File: src/rtl/gpio_bank.sv
// rtl/gpio_bank.sv - GPIO bank: synchronised inputs, output/direction registers, bus register file
// Edge detection, interrupt status and irq are built only when GPIO_BANK_IRQ_EN is defined.
module gpio_bank #(
   parameter int WIDTH       = 16,
   parameter int SYNC_STAGES = 2
) (
   input  logic             clk,
   input  logic             rst_n,
   input  logic             bSel,
   input  logic             bWrite,
   input  logic [31:0]      bAddr,
   input  logic [31:0]      bWData,
   output logic [31:0]      bRData,
   input  logic [WIDTH-1:0] gpioInput,
   output logic [WIDTH-1:0] gpioOutput,
   output logic [WIDTH-1:0] gpioOe,
   output logic             irq
);

   localparam logic [2:0] REG_IN      = 3'd0;
   localparam logic [2:0] REG_OUT     = 3'd1;
   localparam logic [2:0] REG_DIR     = 3'd2;
   localparam logic [2:0] REG_OUT_SET = 3'd3;
   localparam logic [2:0] REG_OUT_CLR = 3'd4;
   localparam logic [2:0] REG_IRQ_EN  = 3'd5;
   localparam logic [2:0] REG_EDGE    = 3'd6;
   localparam logic [2:0] REG_STAT    = 3'd7;

   logic [WIDTH-1:0] syncQ [SYNC_STAGES];
   logic [WIDTH-1:0] inSync;
   logic [WIDTH-1:0] outReg;
   logic [WIDTH-1:0] dirReg;
   logic [WIDTH-1:0] wData;
   logic [WIDTH-1:0] irqEn;
   logic [WIDTH-1:0] edgeSel;
   logic [WIDTH-1:0] irqStat;
   logic [WIDTH-1:0] rdVal;
   logic [2:0]       regIdx;
   logic             wrEn;
   logic             unusedBits;

   assign regIdx     = bAddr[4:2];
   assign wrEn       = bSel & bWrite;
   assign wData      = bWData[WIDTH-1:0];
   assign inSync     = syncQ[SYNC_STAGES-1];
   assign gpioOutput = outReg;
   assign gpioOe     = dirReg;
   assign unusedBits = ^{bAddr[31:5], bAddr[1:0], bWData};

   always_ff @(posedge clk or negedge rst_n) begin
      if (!rst_n) begin
         for (int i = 0; i < SYNC_STAGES; i++) syncQ[i] <= '0;
      end else begin
         syncQ[0] <= gpioInput;
         for (int i = 1; i < SYNC_STAGES; i++) syncQ[i] <= syncQ[i-1];
      end
   end

   always_ff @(posedge clk or negedge rst_n) begin
      if (!rst_n) begin
         outReg <= '0;
         dirReg <= '0;
      end else if (wrEn) begin
         case (regIdx)
            REG_OUT:     outReg <= wData;
            REG_DIR:     dirReg <= wData;
            REG_OUT_SET: outReg <= outReg | wData;
            REG_OUT_CLR: outReg <= outReg & ~wData;
            default:     ;
         endcase
      end
   end

`ifdef GPIO_BANK_IRQ_EN
   logic [WIDTH-1:0] inDly;
   logic [WIDTH-1:0] edgeHit;
   logic [WIDTH-1:0] w1cMask;
   logic             irqQ;

   assign edgeHit = (inSync & ~inDly & edgeSel) | (~inSync & inDly & ~edgeSel);
   assign w1cMask = (wrEn && regIdx == REG_STAT) ? wData : '0;
   assign irq     = irqQ;

   // New edges are OR-ed in after the clear so a coincident edge keeps its bit set.
   always_ff @(posedge clk or negedge rst_n) begin
      if (!rst_n) begin
         inDly   <= '0;
         irqEn   <= '0;
         edgeSel <= '0;
         irqStat <= '0;
         irqQ    <= 1'b0;
      end else begin
         inDly   <= inSync;
         irqStat <= (irqStat & ~w1cMask) | edgeHit;
         irqQ    <= |(irqStat & irqEn);
         if (wrEn && regIdx == REG_IRQ_EN) irqEn   <= wData;
         if (wrEn && regIdx == REG_EDGE)   edgeSel <= wData;
      end
   end
`else
   assign irqEn   = '0;
   assign edgeSel = '0;
   assign irqStat = '0;
   assign irq     = 1'b0;
`endif

   always_comb begin
      rdVal = '0;
      if (bSel) begin
         case (regIdx)
            REG_IN:     rdVal = inSync;
            REG_OUT:    rdVal = outReg;
            REG_DIR:    rdVal = dirReg;
            REG_IRQ_EN: rdVal = irqEn;
            REG_EDGE:   rdVal = edgeSel;
            REG_STAT:   rdVal = irqStat;
            default:    rdVal = '0;
         endcase
      end
      bRData = '0;
      bRData[WIDTH-1:0] = rdVal;
   end

endmodule
File: config.mk
export PLATFORM = sky130hd
export DESIGN_NAME = gpio_bank
export DESIGN_NICKNAME = d
export VERILOG_FILES = /design/src/rtl/gpio_bank.sv
export SDC_FILE = /design/constraint.sdc
export NUM_CORES = 1
export LEC_CHECK = 0
export ABC_AREA = 1
export CORE_ASPECT_RATIO = 0.5
export CORE_MARGIN = 3
export CORE_UTILIZATION = 43
export CTS_BUF_LIST = sky130_fd_sc_hd__clkbuf_16
export CTS_CLUSTER_DIAMETER = 80
export DETAILED_ROUTE_END_ITERATION = 12
export PLACE_DENSITY_LB_ADDON = 0.1
export SKIP_CTS_REPAIR_TIMING = 1
export SYNTH_ARGS = -nofsm -noshare
export SYNTH_HDL_FRONTEND = slang
export SYNTH_SLANG_ARGS = --single-unit
export TNS_END_PERCENT = 20
File: constraint.sdc
create_clock -name clk -period 2 [get_ports clk]
set_input_delay 0.4 -clock clk [delete_from_list [all_inputs] [get_ports clk]]
set_output_delay 0.4 -clock clk [all_outputs]
set_load 0.01 [all_outputs]
# == Word-level counts from Yosys, hierarchy flattened ==
# Index checks and enable logic that the tools add are counted.
# totals
output_inout_bits,65
ff_bits,64
mem_count,0
inputBits,84
mem_bits_rw,0
latchBits,0
wordCells,19
mem_bits_ro,0
# op_classes
bitwise,4
mul,0
mux,3
n_lt_le_gt_ge,0
n_div,0
n_reduce_logical,4
n_addsub,0
eq_ne,4
n_shift,0
# ops
operator,count
case mux 16 bit (3 select lines),2
AND 16 bit,1
two-way mux 16 bit,1
NOT 16 bit,1
bitwise OR 16 bit,1
== test 3 x 2 -> 1 bit (second input constant),2
AND reduction 2 bit,2
== test 3 x 1 -> 1 bit (second input constant),1
== test 3 bit (second input constant),1
zero test 3 bit,1
nonzero test 3 bit,1
AND 1 bit,1

# == Logic depth before layout (Yosys ltp) ==
# Gate-level depths: netlist of run 1.
# depth
depth_word,3
depth_mapped,9
ltp_nobuf,7

# == Worst setup path before layout of run 1 ==
# Ideal clock, no wire load.
# synth_timing
path_type,input -> output
from,input bAddr[4]
to,output bRData[13]
required_time_ps,1600
n_path_buf,2
stages,9
slack_ps,400
t_arrival_ps,1200
path_cell_list,inv_1 -> buf_4 -> nand2_2 -> nor2_4 -> buf_6 -> nand2_1 -> nand3_1 -> nand2_1 -> inv_1
# synth_via
elab_chain_cells,3
word_cells_on_any_way,5
cone_classes,2 x eq/ne; 2 x mux; 1 x reduce/logical
# synth_lines
element,line,rtl
"start, declared",11,"input logic [31:0] bAddr,"
"== test 3 x 2 -> 1 bit, or another cell as far along",110,case (regIdx)
case mux 16 bit (3 select lines) (*),110,
two-way mux 16 bit (*),109,if (bSel) begin
"end, declared",13,"output logic [31:0] bRData,"
# Every way passes the cells marked *; elsewhere a longest branch is shown, timed or not.

# == Worst setup path in the final report of run 1 ==
# layout_timing
from,input bAddr[3]
to,output bRData[10]
# The elaborated chain is that of the path after synthesis.

==> results of run 1 <==
==> flip-flops by register name, indices dropped and copies added, names as in the netlist <==
name	count
gpioOe	16
gpioOutput	16
inSync	16
syncQ	16
==> metrics by stage <==
step	power, uW	TNS [ps]	hold WS [ps]
after global routing	4010	0	166
after global placement	2370	-8490	333
after floorplan	1930	0	104
after CTS	3870	-9560	124
after detailed placement	2390	-10070	335
final	3830	0	113
==> synth_stat cells <==
library cell | count | area, sq um
nand4_2 | 1 | 12.5
clkbuf_8 | 2 | 27.5
buf_4 | 20 | 150
nand3_1 | 34 | 170
o21ai_2 | 16 | 140
inv_1 | 34 | 128
inv_2 | 1 | 3.75
nand2_1 | 143 | 537
nand2_2 | 6 | 37.5
nand2_4 | 2 | 22.5
conb_1 | 1 | 3.75
dfrtp_1 | 64 | 1600
buf_6 | 7 | 78.8
buf_8 | 1 | 15.0
nor2_4 | 3 | 33.8
==> report_power, final <==
part	switching (uW)	total, uW	internal, uW
registers	125	1580	1460
logic	363	785	422
clock network	519	1460	941
total	1010	3830	2820
==> routing by layer <==
metal,GRT usage [%],up-vias,part of all wire (%)
met5,0,-,0
met4,4.69,0,0.72
met3,6.02,6,7.6
met2,30.9,95,49
met1,27.4,1192,43
li1,-,1183,-
==> final timing paths <==
| kind | end | cells past startpoint | from | slack [ps] |
|---|---|---|---|---|
| worst max register to register | gpioOe[11] | 2 | gpioOe[11] | 1310 |
| worst max-delay path | bRData[10] | 10 | bAddr[3] | 80 |
| worst min-delay path | syncQ[23] | 1 | rst_n | 110 |
| min in group clk | inSync[2] | 0 | syncQ[18] | 350 |
| worst min register to register | inSync[2] | 0 | syncQ[18] | 350 |
| max in group asynchronous | gpioOutput[9] | 2 | rst_n | 1250 |
==> kinds of logic (layout without fill, tap and decap cells) <==
group / after synthesis / in the layout / share of synthesized area, %
other: 1 / 17 / 0.127
AOI/OAI and AO/OA: 16 / 16 / 4.73
and+or+nand+nor: 189 / 189 / 27.5
DFF: 64 / 64 / 54.1
buffers and inverters: 65 / 153 / 13.6
==> area by class of cell <==
| class | count | share of cell area [%] |
|---|---|---|
| Sequential cell | 64 | 38.1 |
| Timing Repair Buffer | 102 | 25.2 |
| Multi-Input combinational cell | 222 | 24.2 |
| Clock buffer | 9 | 5.36 |
| Inverter | 35 | 3.13 |
| Tap cell | 88 | 2.62 |
| Clock inverter | 7 | 1.31 |
==> worst max-delay path, delay by kind of cell <==
family	cells	cell delay [ps]
buf+inv	6	810
simple gates	4	310
==> results.toml, run 1 <==
[logic_synthesis]
syn_area_sq_um = 2960
yosys_warnings = 0
yosysUniqueCellTypes = 15
synth_area_per_cell_sq_um = 8.84
ys_seq_area_share_pct = 54.1
syn_inst = 335
ys_ff_latch = 64

[global_routing]
grt_pass1_vias = 2412
grt_overflow = 0
grt_usage_pct = 19.9
grt_max_degree = 33
grt_first_pass_wirelength_mm = 12.0
antenna_found_initial = 0

[final_layout]
fin_nets = 518
seqCellArea_sq_um = 1600
final_cell_mix = "nand2_1, clkdlybuf4s50_1, dfrtp_1, inv_1, nand3_1"
final_cell_count_no_fill = 527
utilization_pct = 66.1
drive_above_1_share_pct = 14.4
mostFrequentLayoutCell = "nand2_1"
area_growth_pct = 41.8
n_antenna_cell = 0
fin_area_sq_um = 4200
fillers = 513
multiInputGateArea_sq_um = 1020

[timing]
finalSetupViolations = 0
max-slew-margin-rel_pct = 56.0
hold_viol = 0
fin_skew_ps = 3.36
period_needed_ps = 1920
setup_ws_ps = 75.7
post-route-period-util_pct = 96.2
grt_setup_unrepaired = "no"
maxSlewViolCount = 0
worst_slew_pin_slew_ps = 659
timing.fmax_mhz = 520

[pwr]
p_leak_uw = 0.00235
power.density_nw_per_um2 = 911
ir_drop_uv = 460

[route]
ant_nets = 0
drt_wl_total_mm = 7.53
dr.pass1.iters = 4
drtIter0Drc = 188
num_vias = 2476
via_per_inst = 4.70
post_drt_wl_per_cell_um = 14.3
drc = 0

[placed_design]
placed_area_sq_um = 3870
dpl.hpwl_mm = 5.04
pre_cts_slack_ps = -609
dp_cells = 507
io_buffer_count = 86
gp_congestion = 0.791

[floorplan]
die_area_sq_um = 7980
die_h_um = 64.7
die_w_um = 123
initial_utilization_pct = 46.6
core_sq_um = 6360
rows = 20
ioPinCount = 149

[critical_path]
cp.required_ps = 1600
crit_path_start_kind = "input pin"
worstPathArrival_ps = 1520
crit_path_end_kind = "primary output"
crit_type = "in2out"
cpPeakStageDelay_ps = 170
cp_slowest_cell = "dlymetal6s2s_1"
crit_chain = "dlymetal6s2s_1, buf_4, nor2_4, buf_12, buf_4, nand2_1, nand3_1, nand2_1, inv_1, dlymetal6s2s_1"
worstPathMaxFanout = 8

[clock_network]
root_buffer = "clkbuf_16"
cts_max_level = 3
cts_buffers = 9
insertion_delay_ps = 320
clock_path_buffers = 2
cts_tree = "yes"
cts.clk_slew.worst_paths_ps = 50
cts_num_sinks = 64

[hold_path]
hold_path_class = "in2async"

[outcome]
status = "finished clean"

[job]
cap_violations = 0
No activity file was read; power rests on OpenSTA's default activity.
==> inputs of run 2 (changes only) <==
PLACE_DENSITY = 0.85   (was default)
PLACE_DENSITY_LB_ADDON = default   (was 0.1)
REMOVE_ABC_BUFFERS = 1   (was default)
==> results.toml, run 2 (synthesis gave the netlist of run 1 again) <==
[final_layout]
utilization_pct = 67.7
final_cell_count_no_fill = 537
drive_above_1_share_pct = 17.1
n_antenna_cell = 0
mostFrequentLayoutCell = "nand2_1"
area_growth_pct = 45.2
fin_area_sq_um = 4300
fillers = 434
final_cell_mix = "nand2_1, clkdlybuf4s50_1, dfrtp_1, nand3_1, inv_1"
fin_nets = 528

[critical_path]
rr_endpoint = "gpioOutput[12]"
worstPathMaxFanout = 4
cpPeakStageDelay_ps = 160
critPathTopFamily = "buffers and inverters"
crit_path_end_kind = "primary output"
crit_type = "in2out"
crit_chain = "dlymetal6s2s_1, inv_2, nand2_2, nor2_4, buf_4, buf_4, nand2_1, nand3_1, nand2_1, inv_1, dlymetal6s2s_1"
r2r-start = "gpioOutput[12]"
endpoint = "bRData[12]"
cp_slowest_cell = "dlymetal6s2s_1"
critPathBufInv = 6
crit_path_start_kind = "input pin"
worstPathArrival_ps = 1540
cp.depth = 11
cp.required_ps = 1600
cp-startpoint = "bAddr[4]"
r2r_setup_slack_ps = 1310
worst-r2r-cell-count = 2

[hold_path]
hold_path_class = "in2async"

[clock_network]
cts_buffers = 9
insertion_delay_ps = 330
cts_tree = "yes"
clock_path_buffers = 2
cts_num_sinks = 64
root_buffer = "clkbuf_16"
cts_max_level = 3
cts.clk_slew.worst_paths_ps = 50

[pwr]
power.density_nw_per_um2 = 910
ir_drop_uv = 567
p_leak_uw = 0.00242
power.total_uw = 3910

[timing]
fin_skew_ps = 2.89
worst_slew_pin_slew_ps = 635
max-slew-margin-rel_pct = 57.6
tns_ps = 0
timing.fmax_mhz = 516
post-route-period-util_pct = 96.9
hold_viol = 0
maxSlewViolCount = 0
finalSetupViolations = 0
period_needed_ps = 1940

[route]
via_per_inst = 4.72
num_vias = 2534
dr.pass1.iters = 4
drt_wl_total_mm = 8.03
post_drt_wl_per_cell_um = 15.0
drc = 0
drtIter0Drc = 240
ant_nets = 0

[outcome]
status = "finished clean"

[floorplan]
die_w_um = 123
core_sq_um = 6360
ioPinCount = 149
rows = 20
die_h_um = 64.7
initial_utilization_pct = 46.6
die_area_sq_um = 7980

[job]
cap_violations = 0

[global_routing]
grt_max_degree = 30
grt_pass1_vias = 2667
antenna_found_initial = 0
grt_usage_pct = 20.8
grt_first_pass_wirelength_mm = 12.5
grt_overflow = 0

[placed_design]
io_buffer_count = 86
placed_area_sq_um = 3940
dpl.hpwl_mm = 5.26
gp_congestion = 0.800
dp_cells = 518
-- run 2: cell count changes in the layout (fill, tap and decap cells not counted) --
cell,change
clkinvlp_4,+2
clkinv_1,-2
buf_4,+9
nand3_2,+1
clkinv_4,+2
clkbuf_2,-1
buf_6,+2
nand3_1,-1
inv_1,-2
buf_12,-1
dlymetal6s2s_1,+1
-- run 2: power breakdown --
part	internal (uW)	leakage [uW]	switching, uW	total [uW]
logic	427	0.00150	373	800
clock network	962	0.000141	567	1530
registers	1460	0.000781	127	1580
-- run 2: cell type report --
class / instances / area [sq um] / area share [%]
Clock buffer: 9 / 225 / 5.24
Clock inverter: 7 / 72.6 / 1.69
Inverter: 35 / 131 / 3.05
Multi-Input combinational cell: 222 / 1020 / 23.8
Sequential cell: 64 / 1600 / 37.2
Tap cell: 88 / 110 / 2.56
Timing Repair Buffer: 112 / 1140 / 26.4
-- run 2: worst min-delay path by stage --
stage | start | slack (ps) | to | depth (start not counted)
finish | rst_n | 90 | gpioOutput[13] | 1
global route | rst_n | 130 | gpioOutput[13] | 1
CTS | rst_n | 100 | gpioOutput[13] | 1
detailed placement | syncQ[26] | 330 | inSync[10] | 0
global placement | syncQ[20] | 330 | inSync[4] | 0
floorplan | rst_n | 100 | gpioOe[0] | 0
-- run 2: metrics by stage --
step           hold slack, ps  worst slack (ps)
2_1_floorplan             104               196
3_3_place_gp              333              -516
3_5_place_dp              335              -550
4_1_cts                   100              -639
5_1_grt                   133             -73.1
6_report                 93.8              61.3
-- run 2: routing by layer --
metal  global-route usage (%)  part of all wire, %
met1                     23.5                   37
met2                     36.3                   53
met3                     4.45                  6.9
met4                     12.4                  2.6
met5                        0                    0
==> inputs of run 3 (changes only) <==
CAP_MARGIN = 15   (was default)
CORE_MARGIN = 4   (was 3)
TNS_END_PERCENT = 100   (was 20)
==> results.toml, run 3 (synthesis gave the netlist of run 1 again) <==
[pwr]
p_int_uw = 2850
power.density_nw_per_um2 = 912
pwr-share-clk_pct = 39.0
p_sw_share_pct = 27.2
ir_drop_uv = 433
power.total_uw = 3910
combPwrFrac_pct = 20.5
p_switching_uw = 1060
p_seq_share_pct = 40.5
p_leak_uw = 0.00241

[final_layout]
fin_nets = 522
final_cell_count_no_fill = 535
drive_above_1_share_pct = 15.1
area_growth_pct = 44.7
mostFrequentLayoutCell = "nand2_1"
n_antenna_cell = 0
fillers = 482
fin_area_sq_um = 4290
final_cell_mix = "nand2_1, clkdlybuf4s50_1, dfrtp_1, nand3_1, inv_1"

[timing]
fin_skew_ps = 1.96
timing.fmax_mhz = 514
maxSlewViolCount = 0
max-slew-margin-rel_pct = 65.0
setup_ws_ps = 54.5
hold_viol = 0
period_needed_ps = 1950
worst_slew_pin_slew_ps = 525
finalSetupViolations = 0
grt_setup_unrepaired = "no"
post-route-period-util_pct = 97.3
hold_ws_ps = 46.3

[clock_network]
cts_buffers = 9
cts_num_sinks = 64
cts_max_level = 3
cts.clk_slew.worst_paths_ps = 50
cts_tree = "yes"
root_buffer = "clkbuf_16"
clock_path_buffers = 2
insertion_delay_ps = 330

[route]
via_per_inst = 4.68
drc = 0
ant_nets = 0
post_drt_wl_per_cell_um = 14.8
dr.pass1.iters = 4
drtIter0Drc = 180
drt_wl_total_mm = 7.94
num_vias = 2503

[floorplan]
die_area_sq_um = 8360
initial_utilization_pct = 44.4
core_sq_um = 6670
rows = 21
die_w_um = 125
ioPinCount = 149
die_h_um = 66.7

[critical_path]
r2r-start = "gpioOe[1]"
endpoint = "bRData[10]"
crit_path_end_kind = "primary output"
worst-r2r-cell-count = 2
worstPathMaxFanout = 7
rr_endpoint = "gpioOe[1]"
r2r_setup_slack_ps = 1330
cp-startpoint = "bAddr[4]"
cp.required_ps = 1600
crit_path_start_kind = "input pin"
worstPathArrival_ps = 1550
crit_type = "in2out"

[global_routing]
grt_max_degree = 43
grt_usage_pct = 18.9
grt_overflow = 0
grt_pass1_vias = 2585
antenna_found_initial = 0
grt_first_pass_wirelength_mm = 12.3

[placed_design]
gp_congestion = 0.863
placed_area_sq_um = 3930
dp_cells = 517
io_buffer_count = 86
pre_cts_slack_ps = -559
dpl.hpwl_mm = 5.51

[outcome]
status = "finished clean"

[hold_path]
hold_path_class = "in2async"

[job]
cap_violations = 0
run 3: layout make-up:
class	count	area, sq um	area share, %
flip-flops and latches	64	1600	37.4
repair buffers	106	1120	26.2
multi-input cells	222	1020	23.7
clock buffers	9	225	5.25
inverters	35	131	3.06
well taps	92	115	2.69
clock inverters	7	71.3	1.66
run 3: power groups by stage:
stage / Clock (uW) / Sequential, uW / Combinational (uW)
finish: 1520 / 1590 / 800
global route: 1610 / 1600 / 873
CTS: 1540 / 1580 / 807
detailed placement: 0 / 1600 / 800
global placement: 0 / 1590 / 784
floorplan: 0 / 1630 / 241
run 3: worst min-delay path by stage:
stage	from	end
floorplan	rst_n	gpioOe[0]
CTS	rst_n	gpioOutput[10]
global placement	syncQ[22]	inSync[6]
detailed placement	syncQ[18]	inSync[2]
finish	rst_n	gpioOutput[10]
global route	rst_n	gpioOutput[10]
run 3: per-layer routing:
layer | global-route usage (%) | wire length [um]
met5 | 0 | 0
met4 | 5.81 | 215
met3 | 6.49 | 614
met2 | 34.4 | 4080
met1 | 21.3 | 3030
run 3: critical path: stages:
cell	delay, ps
dlymetal6s2s_1	160
inv_2	110
nand2_2	80
nor2_4	150
buf_4	140
buf_12	110
nand2_1	60
nand3_1	80
nand2_1	50
inv_1	50
dlymetal6s2s_1	150
run 3: stage by stage:
stage,util [%],TNS [ps]
5_1_grt,64.2,0
3_5_place_dp,58.9,-10170
6_report,64.2,0
3_3_place_gp,58.9,-9730
2_1_floorplan,-,0
4_1_cts,63.3,-8860
